**config.mk**
```make
export PLATFORM = sky130hd
export DESIGN_NAME = relu_backward_flat
export DESIGN_NICKNAME = d
export VERILOG_FILES = /design/src/rtl/relu_backward_if.sv /design/src/rtl/relu_backward.sv /design/src/flat_wrapper.sv
export SDC_FILE = /design/constraint.sdc
export NUM_CORES = 1
export LEC_CHECK = 0
export BUFFER_PORTS_ARGS = -buffer_cell sky130_fd_sc_hd__buf_2
export CORE_AREA = 2 2 259 261
export DETAILED_ROUTE_END_ITERATION = 10
export DIE_AREA = 0 0 261 263
export GPL_TIMING_DRIVEN = 1
export SLEW_MARGIN = 30
export SYNTH_ARGS = -nofsm -noshare
export SYNTH_HDL_FRONTEND = slang
export SYNTH_SLANG_ARGS = --single-unit
```
**constraint.sdc**
```tcl
create_clock -name clk -period 3.1 [get_ports clk]
set_clock_uncertainty 0.2 [all_clocks]
set_input_delay 0.31 -clock clk [delete_from_list [all_inputs] [get_ports clk]]
set_output_delay 0.31 -clock clk [all_outputs]
set_load 0.05 [all_outputs]
```
**src/rtl/relu_backward_if.sv**
```systemverilog
// Memory handle shared by the FPU layer blocks: one tensor region plus a
// single-outstanding request/done handshake. The layer block is the master,
// the memory port is the slave.
interface mem_handle;
  logic [31:0] ptr;
  logic [31:0] region_begin;
  logic [31:0] region_end;
  logic [31:0] data_store;
  logic [31:0] data_load;
  logic        r_en;
  logic        w_en;
  logic        avail;
  logic        write_through;
  logic        done;

  modport master (
    output ptr, r_en, w_en, avail, data_store, write_through,
    input  region_begin, region_end, done, data_load
  );

  modport slave (
    input  ptr, r_en, w_en, avail, data_store, write_through,
    output region_begin, region_end, done, data_load
  );
endinterface

```
**src/rtl/relu_backward.sv**
```systemverilog
// ReLU backward pass: dx = dy where the forward input x is a positive non-zero
// fp32 pattern, +0.0 elsewhere. The tensor header of x is validated against
// the header of dy and copied to the output before the element loop, which is
// bounded by the output region alone.
module relu_backward #(
  parameter int MAX_DIMS = 4
) (
  input  logic      clk,
  input  logic      rst_l,
  mem_handle.master a,
  mem_handle.master b,
  mem_handle.master c,
  mem_handle.master d,
  input  logic      go,
  output logic      done,
  output logic      err
);

  // Header counter must hold values up to MAX_DIMS + 1 (dims plus ndims word).
  localparam int CW = $clog2(MAX_DIMS + 2);
  typedef logic [CW-1:0] cnt_t;

  typedef enum logic [2:0] {
    WAIT,
    HDR_RD,
    HDR_CHK,
    HDR_WR,
    EL_RD,
    EL_WR,
    DONE
  } state_t;

  state_t      state;
  logic        issued;   // request of the current state has been raised
  logic        got_a;    // read on a completed in an earlier cycle
  logic        got_b;    // read on b completed in an earlier cycle
  logic [31:0] xa;       // last word read from a (x)
  logic [31:0] xb;       // last word read from b (dy)
  cnt_t        hdr_cnt;  // header words written so far
  cnt_t        hdr_len;  // ndims + 1, latched after word 0 is checked

  // Handshake completions: a request is finished on the edge where its
  // handle's done is sampled high while the request is still held.
  logic a_fire;
  logic b_fire;
  logic d_fire;
  logic reads_done;
  logic hdr_bad;
  logic x_pos;
  logic [31:0] dx;
  logic d_at_end;
  logic d_last;

  assign a_fire     = a.r_en & a.done;
  assign b_fire     = b.r_en & b.done;
  assign d_fire     = d.w_en & d.done;
  assign reads_done = (got_a | a_fire) & (got_b | b_fire);

  // Word 0 carries ndims and gets the range check; every word must match dy's.
  assign hdr_bad = (hdr_cnt == '0)
                 ? ((xa == 32'd0) || (xa > 32'(MAX_DIMS)) || (xa != xb))
                 : (xa != xb);

  // Pure bit test, no FPU: sign clear and magnitude non-zero passes dy.
  // Denormals, +Inf and positive NaN therefore pass; +-0 and negatives give 0.
  assign x_pos = ~xa[31] & (|xa[30:0]);
  assign dx    = x_pos ? xb : 32'h0;

  assign d_at_end = (d.ptr == d.region_end);
  assign d_last   = (d.ptr == d.region_end - 32'd1);

  // Handle directions that this block never uses are tied off.
  assign a.w_en          = 1'b0;
  assign a.data_store    = 32'h0;
  assign a.write_through = 1'b0;
  assign b.w_en          = 1'b0;
  assign b.data_store    = 32'h0;
  assign b.write_through = 1'b0;
  assign d.r_en          = 1'b0;

  // Handle c is present for port compatibility only.
  assign c.ptr           = 32'h0;
  assign c.r_en          = 1'b0;
  assign c.w_en          = 1'b0;
  assign c.avail         = 1'b0;
  assign c.data_store    = 32'h0;
  assign c.write_through = 1'b0;

  // Inputs with no consumer, gathered so the intent is explicit.
  logic unused_ok;
  assign unused_ok = ^{a.region_end, b.region_end, c.region_begin, c.region_end,
                       c.done, c.data_load, d.data_load};

  // Controller: handshake completion bookkeeping followed by the state machine.
  always_ff @(posedge clk or negedge rst_l) begin
    if (!rst_l) begin
      state        <= WAIT;
      done         <= 1'b0;
      err          <= 1'b0;
      issued       <= 1'b0;
      got_a        <= 1'b0;
      got_b        <= 1'b0;
      xa           <= 32'h0;
      xb           <= 32'h0;
      hdr_cnt      <= '0;
      hdr_len      <= '0;
      a.ptr        <= 32'h0;
      a.r_en       <= 1'b0;
      a.avail      <= 1'b0;
      b.ptr        <= 32'h0;
      b.r_en       <= 1'b0;
      b.avail      <= 1'b0;
      d.ptr        <= 32'h0;
      d.w_en       <= 1'b0;
      d.avail      <= 1'b0;
      d.data_store <= 32'h0;
      d.write_through <= 1'b0;
    end else begin
      // Completions are handled independently of the state so a and b may
      // finish in either order or together.
      if (a_fire) begin
        a.r_en  <= 1'b0;
        a.avail <= 1'b0;
        a.ptr   <= a.ptr + 32'd1;
        xa      <= a.data_load;
        got_a   <= 1'b1;
      end
      if (b_fire) begin
        b.r_en  <= 1'b0;
        b.avail <= 1'b0;
        b.ptr   <= b.ptr + 32'd1;
        xb      <= b.data_load;
        got_b   <= 1'b1;
      end
      if (d_fire) begin
        d.w_en          <= 1'b0;
        d.avail         <= 1'b0;
        d.write_through <= 1'b0;
        d.ptr           <= d.ptr + 32'd1;
      end

      // NOTE: when two non-blocking assignments to the same variable run on
      // one edge the later one wins, so the state arms below may override
      // got_a/got_b set above when both reads finish together.
      case (state)
        WAIT: begin
          if (go) begin
            a.ptr   <= a.region_begin;
            b.ptr   <= b.region_begin;
            d.ptr   <= d.region_begin;
            err     <= 1'b0;
            hdr_cnt <= '0;
            issued  <= 1'b0;
            got_a   <= 1'b0;
            got_b   <= 1'b0;
            state   <= HDR_RD;
          end
        end

        HDR_RD: begin
          if (!issued) begin
            if (!a.done && !b.done) begin
              a.r_en  <= 1'b1;
              a.avail <= 1'b1;
              b.r_en  <= 1'b1;
              b.avail <= 1'b1;
              issued  <= 1'b1;
            end
          end else if (reads_done) begin
            issued <= 1'b0;
            got_a  <= 1'b0;
            got_b  <= 1'b0;
            state  <= HDR_CHK;
          end
        end

        HDR_CHK: begin
          if (hdr_bad) begin
            err   <= 1'b1;
            done  <= 1'b1;
            state <= DONE;
          end else begin
            if (hdr_cnt == '0) begin
              hdr_len <= xa[CW-1:0] + cnt_t'(1);
            end
            state <= HDR_WR;
          end
        end

        HDR_WR: begin
          if (!issued) begin
            if (!d.done) begin
              d.w_en       <= 1'b1;
              d.avail      <= 1'b1;
              d.data_store <= xa;
              issued       <= 1'b1;
            end
          end else if (d_fire) begin
            issued  <= 1'b0;
            hdr_cnt <= hdr_cnt + cnt_t'(1);
            state   <= (hdr_cnt + cnt_t'(1) == hdr_len) ? EL_RD : HDR_RD;
          end
        end

        EL_RD: begin
          if (!issued) begin
            if (d_at_end) begin
              done  <= 1'b1;
              state <= DONE;
            end else if (!a.done && !b.done) begin
              a.r_en  <= 1'b1;
              a.avail <= 1'b1;
              b.r_en  <= 1'b1;
              b.avail <= 1'b1;
              issued  <= 1'b1;
            end
          end else if (reads_done) begin
            issued <= 1'b0;
            got_a  <= 1'b0;
            got_b  <= 1'b0;
            state  <= EL_WR;
          end
        end

        EL_WR: begin
          if (!issued) begin
            if (!d.done) begin
              d.w_en          <= 1'b1;
              d.avail         <= 1'b1;
              d.data_store    <= dx;
              d.write_through <= d_last;
              issued          <= 1'b1;
            end
          end else if (d_fire) begin
            issued <= 1'b0;
            state  <= EL_RD;
          end
        end

        DONE: begin
          if (!go) begin
            done  <= 1'b0;
            state <= WAIT;
          end
        end

        default: begin
          done  <= 1'b0;
          state <= WAIT;
        end
      endcase
    end
  end

endmodule

```
**src/flat_wrapper.sv**
```systemverilog
// flat-port wrapper written by rule: the top's interface ports become plain ports
module relu_backward_flat 
#(
  parameter int MAX_DIMS = 4
)
  (clk, rst_l, go, done, err, a_ptr, a_r_en, a_w_en, a_avail, a_data_store, a_write_through, a_region_begin, a_region_end, a_done, a_data_load, b_ptr, b_r_en, b_w_en, b_avail, b_data_store, b_write_through, b_region_begin, b_region_end, b_done, b_data_load, c_ptr, c_r_en, c_w_en, c_avail, c_data_store, c_write_through, c_region_begin, c_region_end, c_done, c_data_load, d_ptr, d_r_en, d_w_en, d_avail, d_data_store, d_write_through, d_region_begin, d_region_end, d_done, d_data_load);
  mem_handle a_i ();
  mem_handle b_i ();
  mem_handle c_i ();
  mem_handle d_i ();
  input  logic clk;
  input  logic rst_l;
  input  logic go;
  output logic done;
  output logic err;
  output wire logic [$bits(a_i.ptr)-1:0] a_ptr;
  output wire logic [$bits(a_i.r_en)-1:0] a_r_en;
  output wire logic [$bits(a_i.w_en)-1:0] a_w_en;
  output wire logic [$bits(a_i.avail)-1:0] a_avail;
  output wire logic [$bits(a_i.data_store)-1:0] a_data_store;
  output wire logic [$bits(a_i.write_through)-1:0] a_write_through;
  input wire logic [$bits(a_i.region_begin)-1:0] a_region_begin;
  input wire logic [$bits(a_i.region_end)-1:0] a_region_end;
  input wire logic [$bits(a_i.done)-1:0] a_done;
  input wire logic [$bits(a_i.data_load)-1:0] a_data_load;
  output wire logic [$bits(b_i.ptr)-1:0] b_ptr;
  output wire logic [$bits(b_i.r_en)-1:0] b_r_en;
  output wire logic [$bits(b_i.w_en)-1:0] b_w_en;
  output wire logic [$bits(b_i.avail)-1:0] b_avail;
  output wire logic [$bits(b_i.data_store)-1:0] b_data_store;
  output wire logic [$bits(b_i.write_through)-1:0] b_write_through;
  input wire logic [$bits(b_i.region_begin)-1:0] b_region_begin;
  input wire logic [$bits(b_i.region_end)-1:0] b_region_end;
  input wire logic [$bits(b_i.done)-1:0] b_done;
  input wire logic [$bits(b_i.data_load)-1:0] b_data_load;
  output wire logic [$bits(c_i.ptr)-1:0] c_ptr;
  output wire logic [$bits(c_i.r_en)-1:0] c_r_en;
  output wire logic [$bits(c_i.w_en)-1:0] c_w_en;
  output wire logic [$bits(c_i.avail)-1:0] c_avail;
  output wire logic [$bits(c_i.data_store)-1:0] c_data_store;
  output wire logic [$bits(c_i.write_through)-1:0] c_write_through;
  input wire logic [$bits(c_i.region_begin)-1:0] c_region_begin;
  input wire logic [$bits(c_i.region_end)-1:0] c_region_end;
  input wire logic [$bits(c_i.done)-1:0] c_done;
  input wire logic [$bits(c_i.data_load)-1:0] c_data_load;
  output wire logic [$bits(d_i.ptr)-1:0] d_ptr;
  output wire logic [$bits(d_i.r_en)-1:0] d_r_en;
  output wire logic [$bits(d_i.w_en)-1:0] d_w_en;
  output wire logic [$bits(d_i.avail)-1:0] d_avail;
  output wire logic [$bits(d_i.data_store)-1:0] d_data_store;
  output wire logic [$bits(d_i.write_through)-1:0] d_write_through;
  input wire logic [$bits(d_i.region_begin)-1:0] d_region_begin;
  input wire logic [$bits(d_i.region_end)-1:0] d_region_end;
  input wire logic [$bits(d_i.done)-1:0] d_done;
  input wire logic [$bits(d_i.data_load)-1:0] d_data_load;
  assign a_ptr = a_i.ptr;
  assign a_r_en = a_i.r_en;
  assign a_w_en = a_i.w_en;
  assign a_avail = a_i.avail;
  assign a_data_store = a_i.data_store;
  assign a_write_through = a_i.write_through;
  assign a_i.region_begin = a_region_begin;
  assign a_i.region_end = a_region_end;
  assign a_i.done = a_done;
  assign a_i.data_load = a_data_load;
  assign b_ptr = b_i.ptr;
  assign b_r_en = b_i.r_en;
  assign b_w_en = b_i.w_en;
  assign b_avail = b_i.avail;
  assign b_data_store = b_i.data_store;
  assign b_write_through = b_i.write_through;
  assign b_i.region_begin = b_region_begin;
  assign b_i.region_end = b_region_end;
  assign b_i.done = b_done;
  assign b_i.data_load = b_data_load;
  assign c_ptr = c_i.ptr;
  assign c_r_en = c_i.r_en;
  assign c_w_en = c_i.w_en;
  assign c_avail = c_i.avail;
  assign c_data_store = c_i.data_store;
  assign c_write_through = c_i.write_through;
  assign c_i.region_begin = c_region_begin;
  assign c_i.region_end = c_region_end;
  assign c_i.done = c_done;
  assign c_i.data_load = c_data_load;
  assign d_ptr = d_i.ptr;
  assign d_r_en = d_i.r_en;
  assign d_w_en = d_i.w_en;
  assign d_avail = d_i.avail;
  assign d_data_store = d_i.data_store;
  assign d_write_through = d_i.write_through;
  assign d_i.region_begin = d_region_begin;
  assign d_i.region_end = d_region_end;
  assign d_i.done = d_done;
  assign d_i.data_load = d_data_load;
  relu_backward #(.MAX_DIMS(MAX_DIMS)) u_core (.clk(clk), .rst_l(rst_l), .a(a_i), .b(b_i), .c(c_i), .d(d_i), .go(go), .done(done), .err(err));
endmodule
```
==> Implementation_results.wiki, run 1 <==
{| class="wikitable"
! Metric !! Value
|-
| Placeable core region || 0.0656 mm2
|-
| Final Max Tran Viols || 0
|-
| Run status || completed
|-
| CP Max Fanout || 6
|-
| Area enclosed by the die boundary || 0.0686 mm2
|-
| Final Cell Area || 0.0180 mm2
|-
| Crit path DAT || 3.17 ns
|-
| Longest Clk Path Bufs || 3
|-
| Transition time of the tightest slew-check pin || 0.816 ns
|-
| Ys Warns || 0
|-
| Clock latency on the worst-skew pair || 0.57 ns
|-
| Via density per instance || 4.24
|-
| Number of synthesized flops with an enable pin || 0
|-
| Critical path endpoint category || flip-flop
|-
| Netlist area before placement || 0.0129 mm2
|-
| Post-CTS Setup Bufs || 0
|-
| Synthesized area per cell || 9.16 um2
|-
| Die height || 263 um
|-
| Starting DRT DRC Count || 743
|-
| Least setup slack across all paths after layout || 0.154 ns
|-
| Post-detailed-route count of antenna-violating nets || 0
|-
| Overall power consumption || 0.0181 W
|-
| Global placement routability congestion || 0.955
|-
| Setup Total Neg Slack || 0 ns
|-
| Post-place instance area || 0.0154 mm2
|-
| Number of cells on the worst reg-to-reg path || 8
|-
| Mean routed wirelength per cell || 17.3 um
|-
| Peak supply drop || 701 uV
|-
| Post-synthesis sequential area ratio || 41.4%
|-
| Total grt overflow || 0
|-
| Length of the first detailed-routing pass in iterations || 7
|-
| Finish-stage setup viols || 0
|-
| Drt drc || 0
|-
| Max-slew headroom || 45.6%
|-
| CTS Root Buffer Type || clkbuf_16
|-
| Max Clk Rate || 339 MHz
|-
| Data required time of the worst path || 3.32 ns
|-
| Maximum Capacitance Violations || 0
|-
| HP Class || in2async
|-
| Setup repair after global routing missed its margin || no
|-
| Synth Flop Type || dfrtp_1
|-
| Maximum number of pins on one net before global-route repair || 97
|-
| Type of origin of the critical path || flip-flop
|-
| CTS tree || done
|-
| Total number of placement rows || 94
|-
| Layout Utilization || 27.4%
|-
| Final net count || 2,326
|-
| Width of the chip || 261 um
|-
| Number of sinks handled by clock tree synthesis || 213
|-
| Gate Count Post-Synth || 1,405
|-
| Power per cell area || 1010 mW/mm2
|-
| Post-synthesis async set-or-reset flop share || 100%
|-
| Clock-pin slew of the registers on the worst-case setup and hold paths || 0.06 ns
|-
| Most common cell after layout, fill and taps aside || buf_2
|-
| Wire length of the first global-routing pass || 71,800 um
|-
| Number of global-route vias before repair || 11,800
|-
| Total CTS buffers || 27
|-
| Total Wirelength || 48,500 um
|-
| Distinct cell type count after synthesis || 62
|-
| Total Routing Usage GR || 13.5%
|-
| Detail Placement HPWL || 36,500 um
|-
| Initial standard-cell utilization of the core || 19.6%
|-
| Number of ports placed on the die boundary || 665
|-
| Via total after detailed routing || 11,900
|-
| Fin. Hold Viols || 0
|-
| Post-layout min period || 2.95 ns
|-
| Input/output buffers || 334
|-
| Initial antenna violation count || 4
|-
| Synth-to-layout area growth || 39.5%
|-
| Total leakage power || 7.78 nW
|-
| Crit path kind || reg2reg
|-
| Period Utilization, post-route || 95.0%
|-
| Pre-CTS setup slack || 0.0305 ns
|-
| Highest-count cells in the layout ignoring fill and taps || 333 x buf_2, 213 x dfrtp_1, 183 x nand2_1
|-
| H-Tree Depth || 1
|-
| Synthesized flop and latch total || 213
|-
| Share of post-route cells with drive strength above 1 || 26.8%
|}
synthesized netlist by cell type, types with 3 or more instances:
cell type	number	area share (%)
dfrtp_1	213	41
nand2_1	183	5.3
buf_4	137	8.0
o21ai_0	132	5.1
xnor2_1	101	6.9
xor2_1	83	5.6
nor2_1	68	2.0
mux2_2	63	5.5
clkbuf_1	61	1.8
nand3_1	43	1.7
nand4_1	43	2.1
a22oi_1	32	1.9
a21oi_1	31	1.2
nor4_1	29	1.4
nor3_1	24	0.93
inv_1	23	0.67
and3_1	15	0.73
ha_1	8	0.78
mux2i_1	8	0.62
a31oi_1	7	0.34
and4_1	7	0.48
o21ai_1	7	0.27
and2_1	6	0.29
nand2b_1	6	0.29
a221oi_1	5	0.34
buf_1	5	0.15
or3_1	5	0.24
nor2b_1	4	0.19
or4_1	4	0.23
buf_6	3	0.26
nand3b_1	3	0.17
o221ai_1	3	0.20
o41ai_1	3	0.20
or2_2	3	0.15
area by class of cell:
cell class                 instances  area [um2]
inverter                          23        86.3
multi-input combinational       1097        6700
sequential                       213        5330
fill                            7000       47700
antenna                            1        2.50
clock buffer                      40         764
tap                              864        1080
timing repair buffer             565        3880
clock inverter                    10         125
final timing paths:
| check | endpoint | start | slack (ns) |
|---|---|---|---|
| setup reg to reg | u_core.a.avail$_DFF_PN0_ | u_core.d.ptr[13]$_DFF_PN0_ | 0.15 |
| setup / recovery | u_core.a.avail$_DFF_PN0_ | u_core.d.ptr[13]$_DFF_PN0_ | 0.15 |
| max in group asynchronous | u_core.b.ptr[27]$_DFF_PN0_ | rst_l | 1.87 |
| min in group clk | u_core.d.write_through$_DFF_PN0_ | d_region_end[23] | 0.25 |
| hold reg to reg | u_core.d.data_store[14]$_DFFE_PN0P_ | u_core.d.data_store[14]$_DFFE_PN0P_ | 0.28 |
| hold / removal | u_core.d.data_store[25]$_DFFE_PN0P_ | rst_l | 0.03 |
metrics by stage:
step | hold WS (ns) | cells
2_1_floorplan | -0.186 | 1541
3_3_place_gp | 0.0325 | 2597
3_5_place_dp | 0.0329 | 2597
4_1_cts | 0.00188 | 2812
5_1_grt | 0.0386 | 2812
6_report | 0.0319 | 2813
critical path, cell delays in order (launching register included):
cell and delay (ns):
dfrtp_1 0.50, xnor2_1 0.46, nand4_1 0.20, nor4_2 0.41, nand3_1 0.26, o21a_1 0.29
o21ai_1 0.21, buf_4 0.17, o21ai_0 0.09
logic make-up after synthesis:
kind of cell	count (synthesis)	synth area share, %
fa+ha+maj	8	0.777
buf+inv	231	10.9
other cells	1	0.0291
xor+xnor	184	12.5
compound gates	242	11.0
flops	213	41.4
mux	71	6.13
simple gates	455	17.2
flip-flops by register name (all words and copies together), names as in the netlist, 3 cells and up:
| name | cells |
|---|---|
| u_core.d.data_store | 32 |
| u_core.hdr_len | 3 |
| u_core.state | 3 |
| u_core.b.ptr | 32 |
| u_core.xb | 32 |
| u_core.a.ptr | 32 |
| u_core.hdr_cnt | 3 |
| u_core.xa | 32 |
| u_core.d.ptr | 32 |
power by group:
part / internal, W / total [W] / leakage [nW] / switching, W
clock network: 0.00188 / 0.00321 / 0.435 / 0.00133
logic: 0.00288 / 0.00920 / 4.72 / 0.00631
registers: 0.00407 / 0.00570 / 2.62 / 0.00162
layer usage:
metal,global-route usage (%),vias up,part of all wire [%]
li1,-,5651,-
met1,16.4,5638,41
met2,22.3,531,47
met3,4.19,91,8.9
met4,4.98,8,3.9
met5,0,-,0.095
timing repair:
| action | 4_1_cts | 5_1_grt |
|---|---|---|
| setup endpoints to repair | 1 | 2 |
| hold endpoints to repair | 381 | 0 |
| hold buffers | 165 | 0 |
| cloned | 0 | 0 |
| resized for setup | 1 | 2 |
Power figures use the tool's default switching activity.
==> run 2: changes to the inputs <==
--- a/config.mk
+++ b/config.mk
@@ -10,6 +10,8 @@
 export DETAILED_ROUTE_END_ITERATION = 10
 export DIE_AREA = 0 0 261 263
 export GPL_TIMING_DRIVEN = 1
+export MAX_ROUTING_LAYER = met4
+export SKIP_CTS_REPAIR_TIMING = 1
 export SLEW_MARGIN = 30
 export SYNTH_ARGS = -nofsm -noshare
 export SYNTH_HDL_FRONTEND = slang
==> run 2 against run 1 <==
Clock power is 2% lower. Via count down 1.1%. Sequential power barely moved. Critical path type unchanged. Global-route usage is 0.11 points lower. Register-to-register slack improved by 0.14 ns. Worst setup slack gained 0.14 ns. Maximum frequency increased by 5.1%. Final cell count is essentially flat. Sequential cell count did not move. Largest cell class unchanged.
==> Implementation_results.wiki, run 2 (synthesized netlist as in run 1, its figures left out) <==
{| class="wikitable"
! Metric !! Value
|-
| Total CTS buffers || 27 (unchanged)
|-
| Fin. Hold Viols || 0 (unchanged)
|-
| Finish-stage setup viols || 0 (unchanged)
|-
| Total Wirelength || 48,000 um (was 48,500 um)
|-
| Critical path cell sequence || ha_1 > nand4_1 > nor4_1 > buf_4 > nand3_1 > nor3_2 > nand3_1 > xor2_1 > o21ai_1 (was xnor2_1 > nand4_1 > nor4_2 > nand3_1 > o21a_1 > o21ai_1 > buf_4 > o21ai_0)
|-
| Input/output buffers || 334 (unchanged)
|-
| Slowest-stage cell, CP || dfrtp_1 (unchanged)
|-
| Number of sinks handled by clock tree synthesis || 213 (unchanged)
|-
| Setup Total Neg Slack || 0 ns (unchanged)
|-
| Area enclosed by the die boundary || 0.0686 mm2 (unchanged)
|-
| Via total after detailed routing || 11,800 (was 11,900)
|-
| HP Class || in2async (unchanged)
|-
| Register-to-Register Setup Slack || 0.30 ns (was 0.15 ns)
|-
| Number of ports placed on the die boundary || 665 (unchanged)
|-
| Global placement routability congestion || 0.925 (was 0.955)
|-
| Cell repeated most along the worst path || nand3_1
|-
| Max Clk Rate || 357 MHz (was 339 MHz)
|-
| Post-place instance area || 0.0154 mm2 (about the same)
|-
| Combined buffer and inverter count along the critical path || 1 (unchanged)
|-
| Worst hold-check slack || 0.0544 ns (was 0.0319 ns)
|-
| Setup repair after global routing missed its margin || no (unchanged)
|-
| Die height || 263 um (unchanged)
|-
| Share of post-route cells with drive strength above 1 || 26.7% (was 26.8%)
|-
| CTS tree || done (unchanged)
|-
| Post-Layout Cell Count || 2,811 (was 2,813)
|-
| CTS Root Buffer Type || clkbuf_16 (unchanged)
|-
| Longest Clk Path Bufs || 3 (unchanged)
|-
| Width of the chip || 261 um (unchanged)
|-
| Final Cell Area || 0.0179 mm2 (was 0.0180 mm2)
|-
| CP Max Fanout || 5 (was 6)
|-
| Length of the first detailed-routing pass in iterations || 6 (was 7)
|-
| Crit path DAT || 3.05 ns (was 3.17 ns)
|-
| Largest incremental delay on the critical path || 0.42 ns (was 0.50 ns)
|-
| Critical path endpoint category || flip-flop (unchanged)
|-
| Total Routing Usage GR || 13.4% (was 13.5%)
|-
| Gate family responsible for the most delay along the worst path || simple AND/OR/NAND/NOR gates (unchanged)
|-
| Via density per instance || 4.19 (was 4.24)
|-
| Synth-to-layout area growth || 39.1% (was 39.5%)
|-
| Total number of placement rows || 94 (unchanged)
|-
| Initial antenna violation count || 5 (was 4)
|-
| Starting DRT DRC Count || 649 (was 743)
|-
| Type of origin of the critical path || flip-flop (unchanged)
|-
| Combined area of the multi-input logic cells || 0.00670 mm2 (about the same)
|-
| Maximum number of pins on one net before global-route repair || 94 (was 97)
|-
| Number of global-route vias before repair || 10,800 (was 11,800)
|-
| Power per cell area || 1010 mW/mm2 (about the same)
|-
| Detail Placement HPWL || 36,600 um (was 36,500 um)
|-
| Data required time of the worst path || 3.34 ns (was 3.32 ns)
|-
| Final Max Tran Viols || 0 (unchanged)
|-
| Inst Count DP || 2,594 (was 2,597)
|-
| Total grt overflow || 0 (unchanged)
|-
| Wire length of the first global-routing pass || 68,000 um (was 71,800 um)
|-
| Clock-pin slew of the registers on the worst-case setup and hold paths || 0.06 ns (about the same)
|-
| H-Tree Depth || 1 (unchanged)
|-
| Drt drc || 0 (unchanged)
|-
| Initial standard-cell utilization of the core || 19.6% (unchanged)
|-
| Maximum Capacitance Violations || 0 (unchanged)
|-
| Transition time of the tightest slew-check pin || 0.813 ns (was 0.816 ns)
|-
| Peak supply drop || 768 uV (was 701 uV)
|-
| Period Utilization, post-route || 90.4% (was 95.0%)
|-
| Most common cell after layout, fill and taps aside || buf_2 (unchanged)
|-
| Run status || completed (unchanged)
|-
| Total leakage power || 7.73 nW (was 7.78 nW)
|-
| Post-detailed-route count of antenna-violating nets || 0 (unchanged)
|-
| Mean routed wirelength per cell || 17.1 um (was 17.3 um)
|-
| Final net count || 2,323 (was 2,326)
|-
| Max-slew headroom || 45.8% (was 45.6%)
|-
| Clock latency on the worst-skew pair || 0.58 ns (was 0.57 ns)
|-
| Highest-count cells in the layout ignoring fill and taps || 333 x buf_2, 213 x dfrtp_1, 183 x nand2_1 (unchanged)
|-
| Post-layout min period || 2.80 ns (was 2.95 ns)
|-
| Placeable core region || 0.0656 mm2 (unchanged)
|-
| Crit path kind || reg2reg (unchanged)
|-
| Sequential cell area || 0.00533 mm2 (unchanged)
|-
| Number of fill cells || 7,015 (was 7,000)
|}
## run 2: cell count changes in the layout (fill, tap and decap cells not counted)
cell,before,now
buf_4,62,59
clkbuf_8,4,1
clkinv_2,4,3
clkinv_4,1,0
clkinvlp_4,1,3
diode_2,1,5
nor3_1,23,21
nor3_2,2,4
nor4_1,27,28
nor4_2,2,1
## run 2: report_power, final
group / internal, W / switching (W) / total (W)
clock: 0.00180 / 0.00133 / 0.00314
sequential: 0.00407 / 0.00161 / 0.00568
combinational: 0.00291 / 0.00633 / 0.00924
total: 0.00879 / 0.00927 / 0.0181
## run 2: path summary, 6_finish.rpt
| check | from | to | cells past startpoint |
|---|---|---|---|
| max in group asynchronous | rst_l | u_core.b.ptr[24]$_DFF_PN0_ | 3 |
| max reg2reg | u_core.b.ptr[0]$_DFF_PN0_ | u_core.b.ptr[28]$_DFF_PN0_ | 9 |
| min reg2reg | u_core.d.data_store[10]$_DFFE_PN0P_ | u_core.d.data_store[10]$_DFFE_PN0P_ | 2 |
| max | u_core.b.ptr[0]$_DFF_PN0_ | u_core.b.ptr[28]$_DFF_PN0_ | 9 |
| min in group clk | d_region_end[23] | u_core.d.write_through$_DFF_PN0_ | 4 |
| min | rst_l | u_core.d.data_store[25]$_DFFE_PN0P_ | 2 |
## run 2: cell type report
type	count	share of cell area, %
diodes	5	0.0698
clock buffers	37	4.04
clock inverters	10	0.705
inverters	23	0.482
multi-input cells	1097	37.4
flip-flops and latches	213	29.8
well taps	864	6.03
repair buffers	562	21.5
## run 2: through the flow
stage / utilization, % / power, W / setup slack [ns]
floorplan: - / 0.0119 / 0.269
global placement: 23.4 / 0.0147 / 0.0748
detailed placement: 23.4 / 0.0148 / 0.0735
CTS: 24.7 / 0.0180 / 0.151
global route: 27.3 / 0.0191 / 0.0762
finish: 27.3 / 0.0181 / 0.297
## run 2: per-layer routing
layer | vias up | track usage, % | wire (um) | part of all wire (%)
met5 | - | - | 0 | 0
met4 | 0 | 3.12 | 1250 | 2.6
met3 | 66 | 5.03 | 4350 | 9.1
met2 | 467 | 21.5 | 22600 | 47
met1 | 5619 | 15.8 | 19800 | 41
li1 | 5636 | - | - | -
